==> config.mk <==
export PLATFORM = sky130hd
export DESIGN_NAME = decode_ibuffer_flat
export DESIGN_NICKNAME = d
export VERILOG_FILES = /design/src/rtl/decode_ibuffer_if.sv /design/src/rtl/decode_ibuffer.sv /design/src/flat_wrapper.sv
export SDC_FILE = /design/constraint.sdc
export NUM_CORES = 1
export LEC_CHECK = 0
export ABC_AREA = 1
export BUFFER_PORTS_ARGS = -buffer_cell sky130_fd_sc_hd__buf_2
export CAP_MARGIN = 20
export CORE_ASPECT_RATIO = 0.5
export CORE_MARGIN = 1
export CORE_UTILIZATION = 40
export DETAILED_ROUTE_END_ITERATION = 16
export PLACE_DENSITY = 0.68
export SYNTH_ARGS = -nofsm -noshare
export SYNTH_HDL_FRONTEND = slang
export SYNTH_SLANG_ARGS = --single-unit
==> constraint.sdc <==
create_clock -name clk -period 14 [get_ports clk]
set_clock_uncertainty 0.1 [all_clocks]
set_input_delay 0.7 -clock clk [delete_from_list [all_inputs] [get_ports clk]]
set_output_delay 0.7 -clock clk [all_outputs]
set_load 0.1 [all_outputs]
==> src/rtl/decode_ibuffer_if.sv <==
// rtl/decode_ibuffer_if.sv - fetch-side and decode-side handshake bundle for decode_ibuffer
interface decode_ibuffer_if #(
   parameter int DEPTH = 4
);
   localparam int CW = $clog2(DEPTH) + 1;

   logic          in_valid;
   logic          in_ready;
   logic [31:0]   in_insn;
   logic [31:0]   in_pc;
   logic          out_valid;
   logic          out_ready;
   logic [31:0]   out_insn;
   logic [31:0]   out_pc;
   logic [CW-1:0] count;

   modport master (
      output in_valid, in_insn, in_pc, out_ready,
      input  in_ready, out_valid, out_insn, out_pc, count
   );

   modport slave (
      input  in_valid, in_insn, in_pc, out_ready,
      output in_ready, out_valid, out_insn, out_pc, count
   );
endinterface

==> src/rtl/decode_ibuffer.sv <==
// rtl/decode_ibuffer.sv - in-order instruction queue between fetch and decode with flush
// DECODE_IBUFFER_BYPASS_EN: empty-buffer zero-latency bypass from fetch to the head.
module decode_ibuffer #(
   parameter int DEPTH = 4
) (
   input  logic clk,
   input  logic resetn,
   input  logic flush,
   decode_ibuffer_if.slave bus
);
   localparam int AW = $clog2(DEPTH);
   localparam int PW = AW + 1;

   logic [31:0]   insn_mem_q [DEPTH];
   logic [31:0]   pc_mem_q   [DEPTH];
   logic [PW-1:0] wr_ptr_q, wr_ptr_d;
   logic [PW-1:0] rd_ptr_q, rd_ptr_d;
   logic [PW-1:0] count;
   logic          in_ready;
   logic          stored_valid;
   logic          push;
   logic          pop;
   logic          out_valid;
   logic [31:0]   out_insn;
   logic [31:0]   out_pc;

   // Pointer MSB distinguishes full from empty, so the difference spans 0..DEPTH.
   assign count        = wr_ptr_q - rd_ptr_q;
   assign in_ready     = (count < PW'(DEPTH));
   assign stored_valid = (count != '0);
   assign pop          = stored_valid & bus.out_ready & ~flush;

   always_comb begin
      out_valid = stored_valid;
      out_insn  = '0;
      out_pc    = '0;
      if (stored_valid) begin
         out_insn = insn_mem_q[rd_ptr_q[AW-1:0]];
         out_pc   = pc_mem_q[rd_ptr_q[AW-1:0]];
      end
`ifdef DECODE_IBUFFER_BYPASS_EN
      push = bus.in_valid & in_ready & ~flush;
      if (!stored_valid && bus.in_valid && !flush) begin
         out_valid = 1'b1;
         out_insn  = bus.in_insn;
         out_pc    = bus.in_pc;
         // A bypassed word consumed this cycle never touches storage.
         push      = ~bus.out_ready;
      end
`else
      push = bus.in_valid & in_ready & ~flush;
`endif
   end

   always_comb begin
      wr_ptr_d = wr_ptr_q + PW'(push);
      rd_ptr_d = rd_ptr_q + PW'(pop);
      if (flush) begin
         wr_ptr_d = '0;
         rd_ptr_d = '0;
      end
   end

   always_ff @(posedge clk) begin
      if (resetn) begin
         wr_ptr_q <= '0;
         rd_ptr_q <= '0;
      end else begin
         wr_ptr_q <= wr_ptr_d;
         rd_ptr_q <= rd_ptr_d;
      end
   end

   always_ff @(posedge clk) begin
      if (push) begin
         insn_mem_q[wr_ptr_q[AW-1:0]] <= bus.in_insn;
         pc_mem_q[wr_ptr_q[AW-1:0]]   <= bus.in_pc;
      end
   end

   assign bus.in_ready  = in_ready;
   assign bus.out_valid = out_valid;
   assign bus.out_insn  = out_insn;
   assign bus.out_pc    = out_pc;
   assign bus.count     = count;
endmodule

==> src/flat_wrapper.sv <==
// flat-port wrapper written by rule: the top's interface ports become plain ports
module decode_ibuffer_flat 
#(
   parameter int DEPTH = 4
)
  (clk, resetn, flush, bus_in_valid, bus_in_insn, bus_in_pc, bus_out_ready, bus_in_ready, bus_out_valid, bus_out_insn, bus_out_pc, bus_count);
  decode_ibuffer_if #(.DEPTH(DEPTH)) bus_i ();
  input  logic clk;
  input  logic resetn;
  input  logic flush;
  input wire logic [$bits(bus_i.in_valid)-1:0] bus_in_valid;
  input wire logic [$bits(bus_i.in_insn)-1:0] bus_in_insn;
  input wire logic [$bits(bus_i.in_pc)-1:0] bus_in_pc;
  input wire logic [$bits(bus_i.out_ready)-1:0] bus_out_ready;
  output wire logic [$bits(bus_i.in_ready)-1:0] bus_in_ready;
  output wire logic [$bits(bus_i.out_valid)-1:0] bus_out_valid;
  output wire logic [$bits(bus_i.out_insn)-1:0] bus_out_insn;
  output wire logic [$bits(bus_i.out_pc)-1:0] bus_out_pc;
  output wire logic [$bits(bus_i.count)-1:0] bus_count;
  assign bus_i.in_valid = bus_in_valid;
  assign bus_i.in_insn = bus_in_insn;
  assign bus_i.in_pc = bus_in_pc;
  assign bus_i.out_ready = bus_out_ready;
  assign bus_in_ready = bus_i.in_ready;
  assign bus_out_valid = bus_i.out_valid;
  assign bus_out_insn = bus_i.out_insn;
  assign bus_out_pc = bus_i.out_pc;
  assign bus_count = bus_i.count;
  decode_ibuffer #(.DEPTH(DEPTH)) u_core (.clk(clk), .resetn(resetn), .flush(flush), .bus(bus_i));
endmodule
# Word-level counts from Yosys, hierarchy flattened
# Memory sizes are Yosys's and may differ from the RTL's. A register that Yosys moved wholly into a read port is not among the register bits.
# Cells that the tools add are included.
[word_totals]
mem_bits_rw = 256
register_bits = 6
n_memories = 2
word_cells = 21
[op_classes]
n_lt_le_gt_ge = 1
bitwise_logic = 5
n_reduce_logical = 2
muxes = 6
add_sub_neg = 3
[mem_list]
columns = ["memory", "depth", "word_bits", "read_ports", "rd_ports_with_merged_regs", "wr", "line", "rtl"]
rows = [
  ["u_core.insn_mem_q", 4, 32, 1, 1, 1, "decode_ibuffer.sv:14", "logic [31:0] insn_mem_q [DEPTH];"],
  ["u_core.pc_mem_q", 4, 32, 1, 1, 1, "decode_ibuffer.sv:15", "logic [31:0] pc_mem_q [DEPTH];"],
]
[op_table]
columns = ["cell", "n"]
rows = [
  ["two-way mux 32 bit", 2],
  ["adder 3 x 1 -> 3 bit", 2],
  ["bitwise AND 1 bit", 4],
  ["two-way mux 2 bit", 2],
  ["less-than comparator 3 bit (second input constant)", 1],
  ["nonzero test 3 bit", 1],
  ["subtractor 3 bit", 1],
  ["two-way mux 1 bit", 2],
  ["OR reduction 2 bit", 1],
  ["inverter 1 bit", 1],
]

# Logic depth before layout (Yosys ltp)
[depth]
ltp_word = 6
depth_mapped = 13
ltp_nobuf = 12

# Worst setup path after synthesis
# No wires, ideal clock.
[synth_path]
kind = "reg-to-reg"
start = "reg u_core.wr_ptr_q[0]"
end = "mem u_core.insn_mem_q[0][0] (enable)"
synth_period_minus_slack_ps = 4552
path_buffers = 0
path_stages_with_launch = 7
path_slack_ps = 9448
setup_ps = 487
arrival_time_ps = 3965
path_cell_list = "dfxtp_1 inv_1 ha_1 fa_1 nand3_1 nand3_1 nor2_1"
[synth_via]
elab_chain_cells = 6
[synth_lines]
columns = ["element", "line", "rtl"]
rows = [
  ["from (decl)", "decode_ibuffer.sv:16", "logic [PW-1:0] wr_ptr_q, wr_ptr_d;"],
  ["from (signal assigned)", "decode_ibuffer.sv:69", "wr_ptr_q <= wr_ptr_d;"],
  ["subtractor 3 bit", "decode_ibuffer.sv:28", "assign count = wr_ptr_q - rd_ptr_q;"],
  ["less-than comparator 3 bit", "decode_ibuffer.sv:29", "assign in_ready = (count < PW'(DEPTH));"],
  ["bitwise AND 1 bit (2 in series)", "decode_ibuffer.sv:51", "push = bus.in_valid & in_ready & ~flush;"],
  ["two-way mux 1 bit", "decode_ibuffer.sv:75", "if (push) begin"],
  ["two-way mux 1 bit (not written as such)", "decode_ibuffer.sv:76", "insn_mem_q[wr_ptr_q[AW-1:0]] <= bus.in_insn;"],
  ["to (decl)", "decode_ibuffer.sv:14", ""],
]
# Parallel ways exist; a longest one is shown, timed or not.

# Worst setup path in the final report
[layout_path]
start = "reg u_core.rd_ptr_q[0]"
end = "out bus_out_insn[21]"
[layout_via]
elab_chain_cells = 3
[layout_lines]
columns = ["element", "line", "rtl"]
rows = [
  ["from (decl)", "decode_ibuffer.sv:17", "logic [PW-1:0] rd_ptr_q, rd_ptr_d;"],
  ["from (signal assigned)", "decode_ibuffer.sv:70", "rd_ptr_q <= rd_ptr_d;"],
  ["subtractor 3 bit", "decode_ibuffer.sv:28", ""],
  ["nonzero test 3 bit", "decode_ibuffer.sv:30", "assign stored_valid = (count != '0);"],
  ["two-way mux 32 bit", "decode_ibuffer.sv:37", "if (stored_valid) begin"],
  ["to (decl)", "flat_wrapper.sv:17", "output wire logic [$bits(bus_i.out_insn)-1:0] bus_out_insn;"],
]
# Every way passes these cells.

==> results.yml <==
run_status:
  status: "finished, final reports clean"
synthesis:
  avgSynthCellArea_sq_um: 10.51
  synth-seq-cells: 262
  yosysTopAreaCell: "edfxtp_1"
  synth_nets: 1145
  syn_inst: 1070
  synthDistinctLibCells: 17
  yosys_warnings: 0
  ys_seq_area_share_pct: 69.43
  synth_top_area_share_pct: 68.37
  synth_area_sq_um: 11240
  yosys-top-cells-area: "edfxtp_1, nand2_1, inv_1, nor2_1, o211ai_1"
route:
  ant_nets: 0
  num_vias: 7164
  initialDrtViolationCount: 468
  viasPerCell: 4.517
  dr.pass1.iters: 4
  wl_per_cell_um: 13.73
  routed_wl_um: 21770
  drc: 0
timing:
  setup_slack_ns: 9.844
  period_share_pct: 29.69
  fin_hold_ws_ns: 0.3128
  fmax_ghz: 0.2406
  period_needed_ns: 4.156
  maxSlewViolCount: 0
  hold_viol_final: 0
  rsz0062_at_grt: "false"
  finalSetupTns_ns: 0
  setup_viol: 0
  worst_pin_slew_ns: 1.051
  maxSlewHeadroom_pct: 29.78
global_route:
  grt_pass1_vias: 7099
  global_route.usage.met3_pct: 2.374
  grt.busiest_layer: "met2"
  grt_overflow: 0
  grt_util_met1_pct: 17.71
  grt_max_degree: 122
  antenna_found_initial: 2
  grt_pass1_wl_um: 34380
  use_met2_pct: 29.05
  grt_usage_pct: 15.17
critical_path:
  criticalPathCategory: "reg2out"
  critPathLaunch: "u_core.rd_ptr_q[0]"
  regToRegStartpoint: "u_core.rd_ptr_q[0]"
  cp-start-kind: "flip-flop"
  cp_max_fo: 66
  cp-end-kind: "primary output"
  required_ns: 13.20
  cp.arrival_ns: 3.36
floorplan:
  die_area_sq_um: 28830
  rows: 42
  die-height_um: 120.6
  pin_count: 138
  initial_utilization_pct: 41.63
  core_area_sq_um: 27010
  die_w_um: 239.1
hold_path:
  worst_hold_startpoint: "bus_in_insn[7]"
  hold_class: "in2reg"
final_layout:
  layout-drive-gt1-share_pct: 16.27
  nets: 1268
  instances_no_fill: 1586
  stdcell_area_sq_um: 13030
  area_growth_pct: 15.91
cts:
  cts_buffers: 25
  cts_sinks: 262
  cts_buffer_depth: 3
  ctsResizeCount: 0
  cts_tree: "built"
  cts_hold_buffers: 0
  cts_root_buf: "clkbuf_16"
  post-cts-setup-buffers: 0
  htreeDepth: 1
  path_clk_slew_ns: 0.06
  clock_latency_ns: 0.50
job:
  maxCapViolCount: 0
pwr:
  powerDensity_nw_per_um2: 125.7
  p_sw_share_pct: 23.03
  power.share.clock_pct: 39.0
  p_int_w: 0.001261
  combPwrFrac_pct: 7.6
  ir_worst_vdd_mv: 0.05815
  p_sw_w: 0.0003773
  power_frac_seq_pct: 53.4
  p_leak_nw: 5.827
placed_design:
  gp_congestion: 0.7592
  io_buffers: 137
  placed_cells: 1539
  placed_area_sq_um: 12230
  dp_slack_ns: 10.23
  dp_hpwl_um: 12900
## power groups by stage
stage | combinational, W | sequential [W] | clock (W)
after floorplan | 0.0000919 | 0.000893 | 0
after CTS | 0.000126 | 0.000875 | 0.000653
final | 0.000124 | 0.000875 | 0.000639
after global routing | 0.000133 | 0.000876 | 0.000687
after detailed placement | 0.000125 | 0.000892 | 0
after global placement | 0.000123 | 0.000892 | 0
## critical path, stage by stage (launching register included)
cell,delay [ns]
dfxtp_4,0.67
ha_1,0.26
fa_1,0.43
nand2_1,0.08
inv_1,0.06
nand3_4,0.63
nand2_1,0.20
inv_2,0.07
buf_2,0.43
## final timing paths
path / to / slack [ns] / cells after the start
worst max-delay path: bus_out_insn[21] / 9.84 / 8
worst max register to register: u_core.insn_mem_q[1][29] / 10.30 / 6
worst min register to register: u_core.wr_ptr_q[2] / 0.44 / 3
worst min-delay path: u_core.insn_mem_q[2][7] / 0.31 / 1
## per-layer routing
layer	routed length, um	part of all wire (%)
met5	17	0.078
met4	393	1.8
met3	656	3.0
met2	11420	52
met1	9282	43
## synthesized netlist by cell type
cell type / n
a21oi_1: 2
nand3_1: 2
fa_1: 1
nand3_2: 1
or2_2: 3
buf_4: 10
inv_2: 7
buf_2: 32
ha_1: 5
inv_1: 202
buf_6: 1
o211ai_1: 64
nand2_1: 333
dfxtp_1: 6
nor2_1: 138
clkbuf_1: 7
edfxtp_1: 256
## layout make-up
cell class	instances	area, sq um
inverter	209	784.5
clock buffer	29	640.6
sequential	262	7815
tap	374	467.9
fill	2449	13980
multi-input combinational	549	2417
antenna	1	2.502
clock inverter	16	132.6
timing repair buffer	146	773.2
## kinds of logic (layout without fill, tap and decap cells)
family	Yosys count	in the layout	synth area share [%]
DFF	262	262	69.43
and+or+nand+nor	477	477	16.07
buffers and inverters	259	400	9.403
adders and majority gates	6	6	0.7344
other	0	1	0
AOI/OAI and AO/OA	66	66	4.362
## placed cells by master (no fill, tap or decap)
cell type,synthesis,final
edfxtp_1,256,256
buf_2,32,137
bufinv_16,0,2
nor2_4,0,4
diode_2,0,1
clkinv_1,0,7
clkinvlp_4,0,3
inv_1,202,202
fa_1,1,1
clkbuf_1,7,4
clkinv_2,0,3
or2_2,3,3
nor2_1,138,134
nand3_1,2,2
o211ai_1,64,64
inv_6,0,1
nand2_1,333,333
clkbuf_16,0,25
ha_1,5,5
a21oi_1,2,2
nand3_4,0,1
buf_4,10,8
dfxtp_1,6,4
inv_2,7,7
buf_16,0,1
dfxtp_4,0,2
## stage by stage
step	total power [W]	utilization [%]
after floorplan	0.0009851	-
after global placement	0.001015	45.28
after detailed placement	0.001018	45.28
after global routing	0.001696	48.25
after CTS	0.001654	48.14
final	0.001638	48.25
## state kept, by name, indices dropped and copies added, names as in the netlist
register / flops
u_core.rd_ptr_q: 3
u_core.pc_mem_q: 128
u_core.insn_mem_q: 128
u_core.wr_ptr_q: 3
No activity file was read; power rests on OpenSTA's default activity.
